File: src/rtl/ret_addr_stack_pkg.sv
// Shared definitions for the fetch-stage return address stack.
//   cvw_t      : core configuration record (only XLEN is used here)
//   CVW_RV32   : a 32-bit configuration
//   CALL/RETURN/JUMP/BRANCH : bit indices in the 4-bit instruction class,
//                             shared with the BTB and the predictor top.
package ret_addr_stack_pkg;

  typedef struct packed {
    int unsigned XLEN;
  } cvw_t;

  localparam cvw_t CVW_RV32 = '{XLEN: 32};

  localparam int CALL   = 3;
  localparam int RETURN = 2;
  localparam int JUMP   = 1;
  localparam int BRANCH = 0;

endpackage

File: src/rtl/ras_ptr.sv
// Modulo up/down stack pointer.
//   clk, reset  : clock, synchronous active-low reset (ptr -> 0)
//   load        : take load_val (wins over inc/dec)
//   load_val    : value to load
//   inc, dec    : step up/down; both together leave the pointer unchanged
//   ptr         : registered pointer
//   ptr_next    : value ptr takes at the next edge (ignoring reset)
module ras_ptr #(
  parameter int PW = 4
) (
  input  logic          clk,
  input  logic          reset,
  input  logic          load,
  input  logic [PW-1:0] load_val,
  input  logic          inc,
  input  logic          dec,
  output logic [PW-1:0] ptr,
  output logic [PW-1:0] ptr_next
);

  // Wraps naturally at PW bits, so overflow/underflow need no special case.
  always_comb begin
    ptr_next = ptr;
    if (load) ptr_next = load_val;
    else      ptr_next = ptr + PW'(inc) - PW'(dec);
  end

  always_ff @(posedge clk) begin
    if (!reset) ptr <= '0;
    else        ptr <= ptr_next;
  end

endmodule

File: src/rtl/ret_addr_stack.sv
// Return address stack for the fetch-stage branch predictor.
//   clk, reset      : clock, synchronous active-low reset
//   StallF, StallE  : Fetch / Execute stalls
//   FlushD, FlushM  : Decode / Memory flushes
//   BTBIClassF      : predicted class in Fetch ([3] call [2] return [1] jump [0] branch)
//   InstrClassE     : decoded class in Execute, same encoding
//   PCLinkE         : link address of the Execute instruction
//   RASPCF          : predicted return target, mem[spec_ptr] (combinational)
module ret_addr_stack
  import ret_addr_stack_pkg::*;
#(
  parameter cvw_t P       = CVW_RV32,
  parameter int   ENTRIES = 16
) (
  input  logic                  clk,
  input  logic                  reset,
  input  logic                  StallF,
  input  logic                  StallE,
  input  logic                  FlushD,
  input  logic                  FlushM,
  input  logic [3:0]            BTBIClassF,
  input  logic [3:0]            InstrClassE,
  input  logic [P.XLEN-1:0]     PCLinkE,
  output logic [P.XLEN-1:0]     RASPCF
);

  localparam int XLEN = P.XLEN;
  localparam int PW   = $clog2(ENTRIES);

  logic            pop_f, adv_e, push_e, ret_e;
  logic [PW-1:0]   spec_ptr, commit_ptr, commit_next, wr_addr;
  logic [PW-1:0]   unused_spec_next;
  logic            unused_class;
  logic [XLEN-1:0] mem [ENTRIES];

  assign pop_f  = BTBIClassF[RETURN] & ~StallF;
  assign adv_e  = ~StallE & ~FlushM;
  assign push_e = InstrClassE[CALL] & adv_e;
  assign ret_e  = InstrClassE[RETURN] & adv_e;

  assign unused_class = ^{BTBIClassF[CALL], BTBIClassF[JUMP], BTBIClassF[BRANCH],
                          InstrClassE[JUMP], InstrClassE[BRANCH]};

  // A call+return (coroutine) is pop-then-push: the pointer nets to zero
  // and the link overwrites the current committed top.
  ras_ptr #(.PW(PW)) u_commit_ptr (
    .clk      (clk),
    .reset    (reset),
    .load     (1'b0),
    .load_val ('0),
    .inc      (push_e & ~ret_e),
    .dec      (ret_e & ~push_e),
    .ptr      (commit_ptr),
    .ptr_next (commit_next)
  );

  // Returns in Execute do not move the speculative pointer: a correct
  // prediction already popped in Fetch, a wrong one comes with FlushD.
  ras_ptr #(.PW(PW)) u_spec_ptr (
    .clk      (clk),
    .reset    (reset),
    .load     (FlushD),
    .load_val (commit_next),
    .inc      (push_e),
    .dec      (pop_f),
    .ptr      (spec_ptr),
    .ptr_next (unused_spec_next)
  );

  assign wr_addr = ret_e ? commit_ptr : commit_ptr + PW'(1);

  always_ff @(posedge clk) begin
    if (!reset) begin
      for (int i = 0; i < ENTRIES; i++) mem[i] <= '0;
    end else if (push_e) begin
      mem[wr_addr] <= PCLinkE;
    end
  end

  assign RASPCF = mem[spec_ptr];

endmodule

File: config.mk
export PLATFORM = sky130hd
export DESIGN_NAME = ret_addr_stack
export DESIGN_NICKNAME = d
export VERILOG_FILES = /design/src/rtl/ret_addr_stack_pkg.sv /design/src/rtl/ras_ptr.sv /design/src/rtl/ret_addr_stack.sv
export SDC_FILE = /design/constraint.sdc
export NUM_CORES = 1
export LEC_CHECK = 0
export CORE_ASPECT_RATIO = 0.6
export CORE_MARGIN = 3
export CORE_UTILIZATION = 40
export CTS_CLUSTER_DIAMETER = 50
export DETAILED_ROUTE_END_ITERATION = 8
export DONT_BUFFER_PORTS = 1
export MAX_ROUTING_LAYER = met4
export PLACE_DENSITY = 0.5
export SYNTH_ARGS = -nofsm -noshare
export SYNTH_HDL_FRONTEND = slang
export SYNTH_SLANG_ARGS = --single-unit
File: constraint.sdc
create_clock -name clk -period 3.37 [get_ports clk]
set_clock_uncertainty 0.05 [all_clocks]
set_input_delay 0.337 -clock clk [delete_from_list [all_inputs] [get_ports clk]]
set_output_delay 0.337 -clock clk [all_outputs]
set_load 0.02 [all_outputs]
-- Word level (Yosys, flattened, before mapping)
Memory sizes are Yosys's and may differ from the RTL's. A register that Yosys moved wholly into a read port is not among the register bits.
Cells that the tools add are included.
- reductions and logical operators: 1
- multiplexer cells: 10
- add/sub/neg operators: 5
- bitwise gates (word level): 11
- operator list (kind ; number):
    two-way mux 32 bit ; 1
    OR reduction 32 bit ; 1
    two-way mux 4 bit ; 4
    adder 4 x 1 -> 4 bit ; 2
    subtractor 4 x 1 -> 4 bit ; 2
    bitwise AND 1 bit ; 6
    two-way mux 1 bit ; 5
    inverter 1 bit ; 5
    adder 4 x 1 -> 4 bit, second input constant ; 1
- flip-flop bits (word level): 8
- input bits: 46
- output and inout port bits: 32
- RAM bits: 512
- memories: 1
- logic and storage cells: 30
- memories (name ; depth ; width ; rd ports ; clocked after memory_dff ; wr ports ; line ; source):
    mem ; 16 ; 32 ; 1 ; 1 ; 16 ; ret_addr_stack.sv:34 ; logic [XLEN-1:0] mem [ENTRIES];

-- Logic depth before layout (Yosys ltp)
Gate-level depths: netlist of the first run.
- depth after elaboration: 9
- mapped depth: 12
- mapped depth without buffers: 12

-- Hierarchy
From an unflattened synthesis of the first run, not the netlist that was laid out.
- cells, all modules: 1583
- area total of the unflattened synthesis: 24188.2 µm²
- by module, submodules not included (module ; times used ; seq. area each (µm²) ; cells an instance ; area each (µm²)):
    ret_addr_stack ; 1 ; 15374.7 ; 1519 ; 23597.6
    ras_ptr ; 2 ; 80.1 ; 32 ; 295.3

-- Worst setup path after synthesis of the first run
OpenSTA, ideal clock, no wires.
- path kind: input to register
- start point: input port FlushM
- end point: memory mem[13][0] (netlist name), enable pin
- setup slack: 0.384 ns
- path buffers: 0
- arrival: 2.542 ns
- library setup time: 0.394 ns
- data required time: 2.926 ns
- cell stages on the path: 4
- cell sequence: nor3b_2 > mux2_2 > nor4_1 > nand2b_1
- RTL lines (item ; line ; source):
    start: declaration ; ret_addr_stack.sv:20 ; input logic FlushM,
    end: declaration ; ret_addr_stack.sv:34 ;

==> results of run 1 <==
==> layout by cell type (no fill, tap or decap), types with 3 or more instances in the layout <==
cell,instances
mux4_2,128
bufinv_16,4
clkbuf_1,12
and2_1,518
ha_1,10
clkbuf_16,54
nand2b_1,3
nor2b_1,3
diode_2,3
nand2_1,33
dfxtp_1,6
edfxtp_1,512
mux2i_1,4
nor4_2,16
a22oi_1,64
dlygate4sd3_1,34
xnor2_1,4
clkinv_1,13
nand2b_2,16
buf_4,53
buf_12,19
inv_1,12
clkinv_2,10
==> cell families (layout without fill, tap and decap cells) <==
group	after synthesis	after routing	synth area share [%]
AND/OR/NAND/NOR	604	604	15.8
flip-flops	520	520	66.2
buffers and inverters	139	215	2.23
multiplexers	133	133	12.5
AO/OA/AOI/OAI	76	76	2.44
adder cells (fa/ha/maj)	12	12	0.703
XOR/XNOR	5	5	0.186
other	0	3	0
==> worst paths after layout <==
kind,startpoint,endpoint,cells past startpoint
setup / recovery,u_spec_ptr.ptr[1],RASPCF[3],4
setup reg to reg,u_commit_ptr.ptr[1],mem[4][13],6
hold reg to reg,u_commit_ptr.ptr[0],u_commit_ptr.ptr[0],2
hold / removal,FlushD,u_spec_ptr.ptr[3],3
==> tightest hold or removal path, delay by kind of cell <==
family             cells  cell delay, ns
and+or+nand+nor        2            0.27
AOI/OAI and AO/OA      1            0.14
==> timing repair <==
| item | 4_1_cts | 5_1_grt |
|---|---|---|
| buffers inserted | 0 | 8 |
| setup endpoints to repair | 0 | 1 |
| endpoints found under the hold margin | 520 | 0 |
| hold buffers | 34 | 0 |
==> area by class of cell <==
class                   instances  area (µm²)
fillers                      4872       30800
flip-flops and latches        520       15500
multi-input cells             830        7590
clock buffers                  66        1400
repair buffers                106        1120
well taps                     770         963
clock inverters                31         272
inverters                      12        45.0
diodes                          3        7.51
==> flip-flops by register name (all words and copies together) (netlist names) <==
register,count
mem,512
u_commit_ptr.ptr,4
u_spec_ptr.ptr,4
==> power breakdown <==
part	switching [mW]	internal (mW)	total, mW
combinational	1.58	0.836	2.42
clock	2.57	3.25	5.82
sequential	0.133	7.36	7.50
==> per-stage QoR <==
step / utilization (%) / instance area, µm² / hold slack [ns]
after floorplan: - / 23500 / 0.485
final: 46.6 / 26900 / 0.113
after CTS: 46.5 / 26900 / 0.0681
after global placement: 43.0 / 24900 / 0.421
after detailed placement: 43.0 / 24900 / 0.421
after global routing: 46.6 / 26900 / 0.108
==> per-layer routing <==
| metal | routed length, µm | track usage [%] | share of wire [%] |
|---|---|---|---|
| met3 | 3830 | 3.41 | 6.1 |
| met1 | 30400 | 32.0 | 48 |
| met5 | 0 | - | 0 |
| met2 | 27900 | 30.9 | 44 |
| met4 | 760 | 3.80 | 1.2 |
==> impl_metrics.json, run 1 <==
{
  "status": "finished, final reports clean",
  "grt_max_degree": 33,
  "core_area_um2": 57800,
  "arrival_ns": 2.70,
  "hpwl_mm": 36.1,
  "htreeDepth": 2,
  "cp.required_ns": 2.98,
  "relSlewSlack_pct": 31.7,
  "synth-seq-cells": 520,
  "cts_tree": "done",
  "finalHoldViolations": 0,
  "crit_path_start_kind": "flop",
  "min_path_type": "in2reg",
  "drive_gt1_share_pct": 20.0,
  "yosysMostFrequentCell": "and2_1",
  "path_buf_inv": 1,
  "initial_core_util_pct": 40.6,
  "clockBufferDepth": 3,
  "cap_violations": 0,
  "cp_slowest_cell": "dfxtp_4",
  "cp_max_fo": 26,
  "power_mw": 15.7,
  "setup_slack_ns": 0.281,
  "dieHeight_um": 194,
  "antenna_found_initial": 5,
  "synthFlopType": "edfxtp_1",
  "rrSetupSlack_ns": 0.45,
  "via_count": 12665,
  "netlist_top_cells_count": "519 x and2_1, 512 x edfxtp_1, 128 x mux4_2",
  "root_buffer": "clkbuf_16",
  "first_pass_iters": 5,
  "max-vdd-ir-drop_mv": 0.367,
  "synth_area_leader_cell": "edfxtp_1",
  "clk_pin_slew_worst_paths_ns": 0.07,
  "insertion_delay_ns": 0.61,
  "slowest_delay_ns": 0.68,
  "async_reset_ff_share_pct": 0,
  "ant_nets": 0,
  "synth_edf_count": 512,
  "syn2layout_area_growth_pct": 14.7,
  "fmax_mhz": 324,
  "cts_num_sinks": 520,
  "setup.worst_path.end_class": "output pin",
  "place_inst": 2196,
  "synthCells": 1489,
  "p_per_area_nw_per_um2": 584,
  "slew_violations": 0,
  "avgSynthCellArea_um2": 15.8,
  "die_x_um": 319,
  "cts_resized": 0,
  "drt_iter0_drc": 1216,
  "grt_overflow": 0,
  "dieArea_um2": 61700,
  "power.leakage_nw": 9.63,
  "dp_slack_ns": 0.444,
  "num_io_pins": 78,
  "wl_per_cell_um": 26.9,
  "grt_pass1_wl_mm": 93.5,
  "cts_buffers": 53,
  "gp_congestion": 0.725,
  "critical_path.cell_chain": "buf_4, mux4_2, a22oi_1, nand2_1",
  "path_class": "reg2out",
  "worstMarginPinSlew_ns": 0.996,
  "grt_usage_pct": 21.3,
  "synth_area_leaders": "edfxtp_1 65%, and2_1 14%, mux4_2 12%",
  "wl_mm": 62.9,
  "post-route-period-util_pct": 91.7,
  "period_needed_ns": 3.09,
  "synth.top_cell.area_share_pct": 65.5,
  "netlist-cell-type-count": 36,
  "fin_setup_tns_ns": 0,
  "final_cells": 2338,
  "yosysSeqAreaShare_pct": 66.2,
  "synth_area_um2": 23500,
  "cp_top_family": "flip-flops",
  "syn-num-nets": 1547,
  "nets": 1581,
  "yosysWarnings": 0,
  "grt_pass1_vias": 13048,
  "setup-violations-final": 0,
  "rows": 68,
  "numPortBuffers": 0,
  "viasPerCell": 5.42,
  "drc_errors": 0,
  "rsz0062_at_grt": "false"
}
(Power assumes the default switching activity.)
==> run 2, diff against run 1 <==
CTS_BUF_LIST = sky130_fd_sc_hd__clkbuf_2   (was not set)
PLACE_DENSITY = 0.52   (was 0.5)
clock period = 2.7 ns   (was 3.37 ns; I/O delays follow)
==> run 2 against run 1 <==
  * The flow now finishes with violations (negative setup slack)
  * Sequential cell count stayed put
  * Critical path depth increased by 4
  * Register-to-register slack lost 0.31 ns
  * Combinational power rose by 61%
  * Count of clock-buffer cells in the layout is 131 higher
  * Critical path type unchanged
  * Via count rose by 7.8%
  * Highest routed layer unchanged
==> impl_metrics.json, run 2 (synthesis gave the netlist of run 1 again) <==
{
  "cts_tree": "done",
  "wl_mm": 67.3,
  "path_class": "reg2out",
  "mostFrequentLayoutCells": "518 x and2_1, 512 x edfxtp_1, 197 x clkbuf_2, 128 x mux4_2, 65 x buf_4",
  "drc_errors": 0,
  "relSlewSlack_pct": 52.3,
  "wl_per_cell_um": 26.7,
  "status": "finished with violations",
  "combPwrFrac_pct": 20.9,
  "clockBufferDepth": 3,
  "cts_num_sinks": 520,
  "num_io_pins": 78,
  "drive_gt1_share_pct": 33.7,
  "fin_setup_tns_ns": -13.38,
  "drt_iter0_drc": 1478,
  "hold_depth": 2,
  "root_buffer": "clkbuf_2",
  "reg2reg_to": "mem[11][13]",
  "worstMarginPinSlew_ns": 0.713,
  "setup_slack_ns": -0.468,
  "post-route-period-util_pct": 117,
  "reg2reg_from": "u_commit_ptr.ptr[3]",
  "initial_core_util_pct": 40.6,
  "p_per_area_nw_per_um2": 667,
  "setup-violations-final": 32,
  "gp_congestion": 0.760,
  "clk_pin_slew_worst_paths_ns": 0.12,
  "setup.worst_path.end_class": "output pin",
  "cp_slowest_cell": "mux4_2",
  "rrSetupSlack_ns": 0.14,
  "critical_path.cell_chain": "buf_12, buf_12, buf_16, buf_12, mux4_2, a22oi_2, nand2_2, buf_6",
  "rsz0062_at_grt": "true",
  "cp_top_family": "buffers and inverters",
  "power_mw": 18.5,
  "numPortBuffers": 0,
  "p_clk_share_pct": 28.8,
  "max-vdd-ir-drop_mv": 0.307,
  "insertion_delay_ns": 1.10,
  "core_area_um2": 57800,
  "htreeDepth": 4,
  "seqPwrFrac_pct": 50.2,
  "arrival_ns": 2.85,
  "via_count": 13654,
  "antenna_found_initial": 6,
  "cap_violations": 0,
  "path_buf_inv": 5,
  "power_switching_mw": 5.73,
  "crit_path_start_kind": "flop",
  "cts_buffers": 132,
  "viasPerCell": 5.41,
  "dieArea_um2": 61700,
  "rows": 68,
  "slowest_delay_ns": 0.49,
  "worst_r2r_path_depth": 5,
  "syn2layout_area_growth_pct": 18.5,
  "hold_start": "PCLinkE[27]",
  "hpwl_mm": 37.9,
  "top_register": "mem",
  "power.leakage_nw": 10.2,
  "die_x_um": 319,
  "final_common_cell": "and2_1",
  "dieHeight_um": 194,
  "fmax_mhz": 316,
  "largest_reg_flops": 512,
  "p_int_mw": 12.8,
  "cp_max_fo": 5,
  "place_inst": 2212,
  "ant_nets": 0,
  "crit_path_frequent_cell": "buf_12",
  "grt_max_degree": 48,
  "grt_pass1_wl_mm": 98.4,
  "nets": 1723,
  "hold_path_end": "mem[11][27]",
  "grt_pass1_vias": 14081,
  "finalHoldViolations": 0,
  "slew_violations": 0,
  "min_path_type": "in2reg",
  "failed_checks": "negative setup slack",
  "grt_overflow": 0,
  "p_sw_share_pct": 30.9,
  "period_needed_ns": 3.17,
  "first_pass_iters": 5,
  "grt_usage_pct": 22.8,
  "final_cells": 2524,
  "largestRegisters": "mem (512), u_commit_ptr.ptr (4), u_spec_ptr.ptr (4)",
  "cp.required_ns": 2.38
}
## run 2: cell types whose count changed in the layout (fill, tap and decap cells not counted), sizes merged
cell / change
clkbuf: +133
buf: +49
dlygate4sd3: +12
clkinv: -11
clkinvlp: +3
inv: +3
bufinv: -2
diode: -1
## run 2: layer usage
| metal | track usage [%] | routed length, µm | vias to the layer above |
|---|---|---|---|
| li1 | - | - | 5934 |
| met1 | 34.9 | 32700 | 7116 |
| met2 | 30.0 | 28100 | 514 |
| met3 | 5.62 | 5470 | 90 |
| met4 | 5.60 | 1080 | 0 |
| met5 | - | 0 | - |
## run 2: metrics by stage
stage | setup WS [ns] | hold slack [ns] | util [%] | cell area [µm²]
finish | -0.468 | 0.173 | 48.2 | 27800
global route | -0.676 | 0.0878 | 48.2 | 27800
CTS | -0.618 | 0.0279 | 47.9 | 27700
detailed placement | 0.173 | 0.357 | 43.4 | 25100
global placement | 0.206 | 0.354 | 43.4 | 25100
floorplan | 0.0498 | 0.418 | - | 23500
## run 2: layout make-up
type | instances | area [µm²]
fill | 5001 | 30000
sequential | 520 | 15500
multi-input combinational | 830 | 7980
timing repair buffer | 169 | 2140
clock buffer | 197 | 986
tap | 770 | 963
clock inverter | 24 | 155
inverter | 12 | 45.0
antenna | 2 | 5.00
## run 2: worst max-delay path by stage
stage / slack [ns] / depth (start not counted) / to / startpoint
after floorplan: 0.05 / 11 / u_spec_ptr.ptr[2] / u_spec_ptr.ptr[0]
after detailed placement: 0.17 / 5 / mem[5][16] / FlushM
after global placement: 0.21 / 5 / mem[5][14] / FlushM
after CTS: -0.62 / 8 / RASPCF[23] / u_spec_ptr.ptr[0]
after global routing: -0.68 / 8 / RASPCF[23] / u_spec_ptr.ptr[0]
final: -0.47 / 8 / RASPCF[23] / u_spec_ptr.ptr[0]
## run 2: what timing repair did
action                                 4_1_cts  5_1_grt
gates cloned                                 8        2
hold buffers                                47        0
pin swaps                                   47       28
endpoints found under the hold margin     1032        0
resized for setup                          122        7
setup endpoints to repair                   32       34
setup buffers                               27        5
## run 2: power by group through the flow
stage / clock (mW) / combinational [mW] / sequential, mW
finish: 5.35 / 3.89 / 9.32
global route: 5.94 / 4.10 / 9.35
CTS: 5.53 / 3.85 / 9.32
detailed placement: 0 / 2.97 / 9.52
global placement: 0 / 2.97 / 9.51
floorplan: 0 / 1.92 / 9.43
